===== src/rtl/debounce_pkg.sv =====
// Shared defaults and repeat-FSM encoding for the switch debounce bank.
// Default cycle counts assume a 50 MHz clock.
package debounce_pkg;

    localparam int DEF_STABLE_CYCLES = 1_000_000;   // 20 ms
    localparam int DEF_REPEAT_DELAY  = 25_000_000;  // 500 ms
    localparam int DEF_REPEAT_PERIOD = 5_000_000;   // 100 ms

    typedef enum logic [1:0] {
        RPT_IDLE   = 2'd0,
        RPT_DELAY  = 2'd1,
        RPT_REPEAT = 2'd2
    } rpt_state_t;

    function automatic int max3(input int a, input int b, input int c);
        int m;
        m = (a > b) ? a : b;
        return (m > c) ? m : c;
    endfunction

endpackage


===== src/rtl/debounce_channel.sv =====
// One switch channel: two-flop synchroniser, stability counter and
// auto-repeat FSM producing a debounced level plus rise/fall pulses.
module debounce_channel
    import debounce_pkg::*;
#(
    parameter int STABLE_CYCLES = DEF_STABLE_CYCLES,
    parameter int REPEAT_DELAY  = DEF_REPEAT_DELAY,
    parameter int REPEAT_PERIOD = DEF_REPEAT_PERIOD
) (
    input  logic clk,
    input  logic reset,
    input  logic sw_in,
    input  logic repeat_en,
    output logic level_out,
    output logic rise_pulse,
    output logic fall_pulse,
    output logic busy
);

    localparam int MAX_CNT = max3(STABLE_CYCLES, REPEAT_DELAY, REPEAT_PERIOD);
    localparam int CNT_W   = $clog2(MAX_CNT + 1);

    localparam logic [CNT_W-1:0] STABLE_LAST = CNT_W'(STABLE_CYCLES - 1);
    localparam logic [CNT_W-1:0] DELAY_LAST  = CNT_W'(REPEAT_DELAY - 1);
    localparam logic [CNT_W-1:0] PERIOD_LAST = CNT_W'(REPEAT_PERIOD - 1);

    function automatic logic [CNT_W-1:0] sat_inc(input logic [CNT_W-1:0] c,
                                                 input logic [CNT_W-1:0] lim);
        return (c >= lim) ? c : c + 1'b1;
    endfunction

    logic             r_sync_p0;
    logic             r_sync_p1;
    logic [CNT_W-1:0] r_stab_cnt;
    logic [CNT_W-1:0] r_rpt_cnt;
    logic             r_level;
    logic             r_rise;
    logic             r_fall;
    rpt_state_t       r_state;

    logic             w_differ;
    logic             w_settle;
    logic             w_rise;
    logic             w_fall;
    logic [CNT_W-1:0] w_rpt_last;
    logic             w_rpt_fire;

    assign w_differ   = r_sync_p1 ^ r_level;
    assign w_settle   = w_differ && (r_stab_cnt == STABLE_LAST);
    assign w_rise     = w_settle & r_sync_p1;
    assign w_fall     = w_settle & ~r_sync_p1;
    assign w_rpt_last = (r_state == RPT_DELAY) ? DELAY_LAST : PERIOD_LAST;
    // A debounced fall or a dropped enable wins over a due repeat pulse.
    assign w_rpt_fire = repeat_en && !w_fall && (r_state != RPT_IDLE) &&
                        (r_rpt_cnt == w_rpt_last);

    always_ff @(posedge clk or posedge reset) begin
        if (reset) begin
            r_sync_p0  <= 1'b0;
            r_sync_p1  <= 1'b0;
            r_stab_cnt <= '0;
            r_rpt_cnt  <= '0;
            r_level    <= 1'b0;
            r_rise     <= 1'b0;
            r_fall     <= 1'b0;
            r_state    <= RPT_IDLE;
        end else begin
            r_sync_p0 <= sw_in;
            r_sync_p1 <= r_sync_p0;

            if (!w_differ || w_settle) r_stab_cnt <= '0;
            else                       r_stab_cnt <= sat_inc(r_stab_cnt, STABLE_LAST);

            if (w_settle) r_level <= ~r_level;
            r_rise <= w_rise | w_rpt_fire;
            r_fall <= w_fall;

            case (r_state)
                RPT_IDLE: begin
                    r_rpt_cnt <= '0;
                    if (w_rise && repeat_en) r_state <= RPT_DELAY;
                end
                RPT_DELAY, RPT_REPEAT: begin
                    if (w_fall || !repeat_en) begin
                        r_state   <= RPT_IDLE;
                        r_rpt_cnt <= '0;
                    end else if (w_rpt_fire) begin
                        r_state   <= RPT_REPEAT;
                        r_rpt_cnt <= '0;
                    end else begin
                        r_rpt_cnt <= sat_inc(r_rpt_cnt, w_rpt_last);
                    end
                end
                default: begin
                    r_state   <= RPT_IDLE;
                    r_rpt_cnt <= '0;
                end
            endcase
        end
    end

    assign level_out  = r_level;
    assign rise_pulse = r_rise;
    assign fall_pulse = r_fall;
    assign busy       = |r_stab_cnt;

endmodule


===== src/rtl/debounce_bank.sv =====
// Bank of CHANNELS independent switch debouncers with per-channel
// auto-repeat on the rise pulse.
module debounce_bank
    import debounce_pkg::*;
#(
    parameter int CHANNELS      = 4,
    parameter int STABLE_CYCLES = DEF_STABLE_CYCLES,
    parameter int REPEAT_DELAY  = DEF_REPEAT_DELAY,
    parameter int REPEAT_PERIOD = DEF_REPEAT_PERIOD
) (
    input  logic                clk,
    input  logic                reset,
    input  logic [CHANNELS-1:0] sw_in,
    input  logic [CHANNELS-1:0] repeat_en,
    output logic [CHANNELS-1:0] level_out,
    output logic [CHANNELS-1:0] rise_pulse,
    output logic [CHANNELS-1:0] fall_pulse,
    output logic [CHANNELS-1:0] busy
);

    for (genvar g = 0; g < CHANNELS; g++) begin : g_ch
        debounce_channel #(
            .STABLE_CYCLES (STABLE_CYCLES),
            .REPEAT_DELAY  (REPEAT_DELAY),
            .REPEAT_PERIOD (REPEAT_PERIOD)
        ) u_ch (
            .clk        (clk),
            .reset      (reset),
            .sw_in      (sw_in[g]),
            .repeat_en  (repeat_en[g]),
            .level_out  (level_out[g]),
            .rise_pulse (rise_pulse[g]),
            .fall_pulse (fall_pulse[g]),
            .busy       (busy[g])
        );
    end

endmodule


===== config.mk =====
export PLATFORM = sky130hd
export DESIGN_NAME = debounce_bank
export DESIGN_NICKNAME = d
export VERILOG_FILES = /design/src/rtl/debounce_pkg.sv /design/src/rtl/debounce_channel.sv /design/src/rtl/debounce_bank.sv
export SDC_FILE = /design/constraint.sdc
export NUM_CORES = 1
export LEC_CHECK = 0
export ABC_AREA = 1
export BUFFER_PORTS_ARGS = -buffer_cell sky130_fd_sc_hd__buf_2
export CELL_PAD_IN_SITES_DETAIL_PLACEMENT = 1
export CELL_PAD_IN_SITES_GLOBAL_PLACEMENT = 1
export CORE_MARGIN = 2
export CORE_UTILIZATION = 51
export DETAILED_ROUTE_END_ITERATION = 10
export PLACE_DENSITY_LB_ADDON = 0.1
export RECOVER_POWER = 25
export SETUP_SLACK_MARGIN = 0.02
export SYNTH_ARGS = -nofsm -noshare
export SYNTH_HDL_FRONTEND = slang
export SYNTH_HIERARCHICAL = 1
export SYNTH_SLANG_ARGS = --single-unit

===== constraint.sdc =====
create_clock -name clk -period 5.35 [get_ports clk]
set_input_delay 0.2675 -clock clk [delete_from_list [all_inputs] [get_ports clk]]
set_output_delay 0.2675 -clock clk [all_outputs]
set_load 0.05 [all_outputs]

==> results.yml, run 1 <==
clock_tree:
  cts.reportedPaths.clkPinSlew_ns: 0.05
  cts_max_level: 1
  cts_root_buffer: "clkbuf_16"
  cts.sink_count: 228
  clk_path_buf_depth: 3
  cts_made_buffers: 28
  clk_latency_ns: 0.57
  cts_tree: "built"
power:
  power_mw: 3.795
  p_clk_share_pct: 50.2
  pwr-share-comb_pct: 3.7
  power.share.switching_pct: 24.18
  p_switching_mw: 0.9176
  p_int_mw: 2.877
  peakVddDrop_v: 0.0002607
  power.density_nw_per_um2: 211.6
  p_seq_share_pct: 46.0
  leakage_nw: 8.390
detailed_routing:
  dr_total_vias: 15920
  dr_wl_met2_mm: 24.18
  drt_pass1_iterations: 5
  routed_wl_mm: 47.61
  drcViolationCount: 0
  drt_iter0_drc: 953
  ant_nets: 0
  wire_per_inst_microns: 16.33
  highest_layer: "met4"
  via_per_inst: 5.462
  met3_length_mm: 1.062
  wirelength_met1_mm: 21.63
yosys:
  synth_nets: 2509
  syn_area_per_cell_sq_um: 6.834
  synth_cell_types: 38
  synth_cells: 2443
  synth_top_cell_area_share_pct: 34.17
  ys_seq_area_share_pct: 34.17
  yosysWarnings: 6
  synth-edff-count: 0
  synth_most_common_cell: "nand2_1"
  synth_common_cells: "nand2_1 (639), nor2_1 (396), inv_1 (302)"
  ys_top_cells_by_area: "dfrtp_1 (34%), nand2_1 (14%), nor2_1 (8.9%)"
  synthArstFlopShare_pct: 100.0
  synth_ff_type: "dfrtp_1"
  syn_area_sq_um: 16700
  synth_top_cell_by_area: "dfrtp_1"
  synth_seq_cells: 228
placement:
  portBuffers: 25
  placed_cells: 2859
  dp_hpwl_mm: 34.02
  gp_congestion: 0.8906
sta:
  skew_ns: 0.01855
  worstMarginPinSlew_ns: 3.306
  timing.fmax_mhz: 285.7
  slew_headroom_pct: -120.4
  slew_violations: 174
  fin_setup_tns_ns: 0
  rsz0062_at_grt: "no"
  period_needed_ns: 3.500
  setup_viol_count_final: 0
  hold_viol: 0
  min_period_over_period_pct: 65.42
worst_setup_path:
  critPathKind: "in2async"
  endpoint_kind: "asynchronous set/reset pin"
  worstPathMaxFanout: 57
  crit_path_start_kind: "primary input"
  r2r_start: "g_ch[2].u_ch/r_state[1]$_DFFE_PP0P_"
  startpoint: "reset"
  cp.arrival_ns: 3.42
  cp_data_required_time_ns: 5.27
  rr_worst_depth: 11
floorplanning:
  fp.dieH_microns: 184.9
  num_io_pins: 26
  start_util_pct: 51.58
  die_w_microns: 184.9
  core-area_sq_um: 32370
  rows: 66
  die_area_sq_um: 34200
worst_hold_path:
  hp-class: "in2reg"
  hp-start: "repeat_en[0]"
  holdPathStages: 3
layout:
  fin_nets: 2518
  diodes: 0
  drive_above_1_share_pct: 8.613
  area_delta_synth_final_pct: 7.434
  stdcell_count: 2915
run_status:
  status: "complete, but fails checks"
  violations: "max-capacitance violations, max-slew violations"
global_route:
  antenna_found_initial: 0
  grt.total_usage_pct: 28.25
  grt_max_degree: 58
  grt_pass1_vias: 16830
  overflow: 0
  grt_first_pass_wirelength_mm: 80.65
flow_run:
  drv_cap: 3
-- critical path: stages --
cell	delay, ns
dlygate4sd3_1	0.53
clkbuf_1	0.18
clkinv_1	0.07
clkbuf_1	2.31
-- area by class of cell --
type	instances	area, sq um
well taps	442	553.0
clock inverters	16	148.9
multi-input cells	1814	9251
clock buffers	35	768.2
flip-flops and latches	228	5705
repair buffers	35	200.2
inverters	345	1310
fillers	4370	14430
-- cells in the final DEF, fill, tap and decap left out, drive strengths merged --
cell type / synthesis / routed
nor3: 93 / 93
clkbuf: 0 / 39
clkinvlp: 0 / 3
nand4: 125 / 125
dlygate4sd3: 0 / 5
o21bai: 21 / 21
dfrtp: 228 / 228
or2: 1 / 1
a21oi: 24 / 24
nand3: 267 / 267
ha: 56 / 56
bufinv: 0 / 2
xor2: 66 / 66
o21ai: 34 / 34
xnor2: 12 / 12
nand2: 661 / 661
nor3b: 13 / 13
nand3b: 1 / 1
nor4: 14 / 14
o221ai: 4 / 4
clkinv: 4 / 18
buf: 56 / 26
nor2: 422 / 422
inv: 341 / 338
-- final timing paths --
| check | to | slack, ns |
|---|---|---|
| worst min-delay path | g_ch[0].u_ch/r_state[1]$_DFFE_PP0P_ | 0.04 |
| worst min register to register | g_ch[1].u_ch/r_sync_p1$_DFF_PP0_ | 0.35 |
| worst max-delay path | g_ch[0].u_ch/rise_pulse$_DFF_PP0_ | 1.85 |
| max in group clk | g_ch[2].u_ch/r_rpt_cnt[7]$_DFFE_PP0P_ | 2.13 |
| worst max register to register | g_ch[2].u_ch/r_rpt_cnt[7]$_DFFE_PP0P_ | 2.13 |
| min in group asynchronous | g_ch[2].u_ch/r_rpt_cnt[9]$_DFFE_PP0P_ | 0.67 |
-- sequential cells by signal, indices dropped and copies added (netlist names) --
signal,cells
g_ch.u_ch/r_state,8
g_ch.u_ch/fall_pulse,4
g_ch.u_ch/r_stab_cnt,100
g_ch.u_ch/r_sync_p1,4
g_ch.u_ch/level_out,4
g_ch.u_ch/r_rpt_cnt,100
g_ch.u_ch/rise_pulse,4
g_ch.u_ch/r_sync_p0,4
-- layer usage --
metal | vias up | global-route usage [%]
li1 | 7821 | -
met1 | 7898 | 36.09
met2 | 154 | 51.63
met3 | 50 | 3.166
met4 | 0 | 5.365
met5 | - | 0
-- power groups by stage --
stage	Sequential (mW)	Combinational, mW	Clock [mW]
after floorplan	1.77	0.103	0
after global placement	1.78	0.139	0
after detailed placement	1.78	0.144	0
after CTS	1.75	0.147	1.96
after global routing	1.75	0.160	2.02
final	1.75	0.142	1.91
-- what timing repair did --
item,in CTS,in global routing
setup buffers,0,0
hold buffers,5,0
endpoints found under the hold margin,32,0
gates resized for setup,0,0
-- through the flow --
step / setup WS [ns] / utilization (%) / hold slack (ns) / area (sq um)
after floorplan: 3.079 / - / 0.2989 / 16700
after global placement: 2.316 / 52.46 / 0.3326 / 16980
after detailed placement: 2.113 / 52.46 / 0.3428 / 16980
after CTS: 2.090 / 55.45 / 0.02165 / 17950
after global routing: 1.184 / 55.41 / 0.05244 / 17940
final: 1.850 / 55.41 / 0.03976 / 17940
-- logic make-up (layout without fill, tap and decap cells) --
logic type | after synthesis | in the layout | synth area share, %
AND/OR/NAND/NOR | 1597 | 1597 | 43.87
AO/OA/AOI/OAI | 83 | 83 | 3.252
XOR/XNOR | 78 | 78 | 4.092
buffers and inverters | 401 | 431 | 10.42
adder cells (fa/ha/maj) | 56 | 56 | 4.197
flip-flops | 228 | 228 | 34.17
No activity file was read; power rests on OpenSTA's default activity.
==> run 2, diff against run 1 <==
--- a/config.mk
+++ b/config.mk
@@ -10,7 +10,7 @@
 export CELL_PAD_IN_SITES_DETAIL_PLACEMENT = 1
 export CELL_PAD_IN_SITES_GLOBAL_PLACEMENT = 1
 export CORE_MARGIN = 2
-export CORE_UTILIZATION = 51
+export CORE_UTILIZATION = 43
 export DETAILED_ROUTE_END_ITERATION = 10
 export PLACE_DENSITY_LB_ADDON = 0.1
 export RECOVER_POWER = 25
==> constraint.sdc (replaced) <==
create_clock -name clk -period 3.15 [get_ports clk]
set_input_delay 0.1575 -clock clk [delete_from_list [all_inputs] [get_ports clk]]
set_output_delay 0.1575 -clock clk [all_outputs]
set_load 0.05 [all_outputs]
==> run 2 against run 1 <==
  * The run still ends with max-capacitance violations, max-slew violations left
  * Count of clock-buffer cells in the layout up 1
  * Non-clock buffer count increased by 19
  * Clock skew increased by 0.0059 ns
  * Final area grew 1.8%
  * Register-to-register slack got worse by 1.8 ns
  * Die area increased by 18%
  * Sequential cell count stayed put
  * Wire length decreased by 0.47%
  * Setup slack worse by 1.5 ns
  * Critical endpoint is now g_ch[2].u_ch/r_rpt_cnt[1]$_DFFE_PP0P_
  * Largest cell class unchanged
  * Largest power group unchanged
==> results.yml, run 2 (synthesized netlist as in run 1, its figures left out) <==
layout:
  nFillCells: 5040
  multi_input_area_sq_um: 9270
  final_common_cell: "nand2_1"
  area_delta_synth_final_pct: 9.405
  drive_above_1_share_pct: 9.430
  stdcell_count: 3010
  ff_latch_area_sq_um: 5705
  diodes: 0
  fin_nets: 2537
  final_cell_mix: "nand2_1 (639), nor2_1 (395), inv_1 (301)"
  reg_top3: "g_ch.u_ch/r_rpt_cnt: 100 flops, g_ch.u_ch/r_stab_cnt: 100 flops, g_ch.u_ch/r_state: 8 flops"
clock_tree:
  clk_path_buf_depth: 3
  cts_root_buffer: "clkbuf_16"
  cts.sink_count: 228
  cts.reportedPaths.clkPinSlew_ns: 0.06
  clk_latency_ns: 0.57
  cts_max_level: 1
  cts_tree: "built"
  cts_made_buffers: 28
worst_setup_path:
  cp.arrival_ns: 3.28
  crit_path_start_kind: "flip-flop"
  max_stage_delay_ns: 0.40
  cp_data_required_time_ns: 3.60
  endpoint_kind: "flip-flop"
  r2r_slack_ns: 0.32
  worstPathCellList: "inv_1 > ha_1 > inv_1 > ha_1 > inv_1 > nor2_1 > nand2_1 > nor2_1 > nand3_1 > inv_1 > nand2_1 > nand3_4 > buf_4 > nor2_1 > nand2_1 > nand2_1"
  worstPathMaxFanout: 13
  critPathKind: "reg2reg"
  critPathSlowestCell: "dfrtp_1"
placement:
  gp_congestion: 0.8709
  dp_slack_ns: 0.009984
  placed_cells: 2950
  portBuffers: 25
  dp_hpwl_mm: 34.90
sta:
  fin_setup_tns_ns: 0
  worstMarginPinSlew_ns: 1.780
  skew_ns: 0.02448
  hold_viol: 0
  slew_violations: 46
  slew_headroom_pct: -18.80
  setup_viol_count_final: 0
  timing.fmax_mhz: 353.5
  min_period_over_period_pct: 89.81
  period_needed_ns: 2.829
  rsz0062_at_grt: "no"
  fin_ws_ns: 0.3211
detailed_routing:
  wire_per_inst_microns: 15.74
  dr_total_vias: 15830
  ant_nets: 0
  via_per_inst: 5.257
  drcViolationCount: 0
  drt_pass1_iterations: 5
  drt_iter0_drc: 773
  routed_wl_mm: 47.39
floorplanning:
  start_util_pct: 43.40
  core-area_sq_um: 38470
  rows: 72
  die_w_microns: 201.1
  num_io_pins: 26
  die_area_sq_um: 40420
  fp.dieH_microns: 201.1
worst_hold_path:
  hp-class: "in2reg"
global_route:
  grt_pass1_vias: 16720
  grt_first_pass_wirelength_mm: 82.51
  grt_max_degree: 47
  overflow: 0
  grt.total_usage_pct: 24.04
  antenna_found_initial: 0
power:
  leakage_nw: 8.522
  peakVddDrop_v: 0.0004221
  power.density_nw_per_um2: 362.3
  power_mw: 6.618
flow_run:
  drv_cap: 1
run_status:
  status: "complete, but fails checks"
  violations: "max-capacitance violations, max-slew violations"
run 2: through the flow:
step,util [%],hold WS (ns),area (sq um)
after floorplan,-,0.1889,16700
after global placement,44.69,0.2664,17190
after detailed placement,44.69,0.2669,17190
after CTS,47.47,0.2018,18260
after global routing,47.49,0.2321,18270
final,47.49,0.2291,18270
run 2: path summary, 6_finish.rpt:
path,end,from,depth (start not counted)
worst min register to register,g_ch[1].u_ch/r_sync_p1$_DFF_PP0_,g_ch[1].u_ch/r_sync_p0$_DFF_PP0_,0
worst max-delay path,g_ch[2].u_ch/r_rpt_cnt[1]$_DFFE_PP0P_,g_ch[2].u_ch/r_state[1]$_DFFE_PP0P_,16
max in group asynchronous,g_ch[3].u_ch/level_out$_DFFE_PP0N_,reset,4
worst max register to register,g_ch[2].u_ch/r_rpt_cnt[1]$_DFFE_PP0P_,g_ch[2].u_ch/r_state[1]$_DFFE_PP0P_,16
min in group asynchronous,g_ch[1].u_ch/r_stab_cnt[15]$_DFFE_PP0P_,reset,3
worst min-delay path,g_ch[2].u_ch/r_sync_p0$_DFF_PP0_,sw_in[2],2
run 2: layout make-up:
class	instances	share of cell area (%)
Tap cell	518	3.548
Sequential cell	228	31.23
Multi-Input combinational cell	1814	50.75
Clock inverter	15	0.8973
Timing Repair Buffer	54	1.952
Inverter	345	7.172
Clock buffer	36	4.446
run 2: what timing repair did:
action,in CTS,in global routing
setup endpoints to repair,2,10
buffers inserted,0,0
pin swaps,0,1
hold buffers,9,0
endpoints found under the hold margin,163,0
resized for setup,1,3
run 2: worst max-delay path, delay by kind of cell, from the launching register on:
kind                     cells  cell delay, ns
AND/OR/NAND/NOR              9            1.01
buffers and inverters        5            0.69
adder cells (fa/ha/maj)      2            0.61
flip-flops                   1            0.40
run 2: where the power goes:
part / switching (mW) / internal [mW]
Combinational: 0.196 / 0.0543
Sequential: 0.0191 / 2.95
Clock: 1.35 / 2.06
run 2: layer usage:
layer	track usage, %	vias up	wire (microns)
met5	0	-	0
met1	31.68	7734	22070
met4	5.106	0	887
li1	-	7868	-
met3	2.532	62	1151
met2	42.60	161	23280
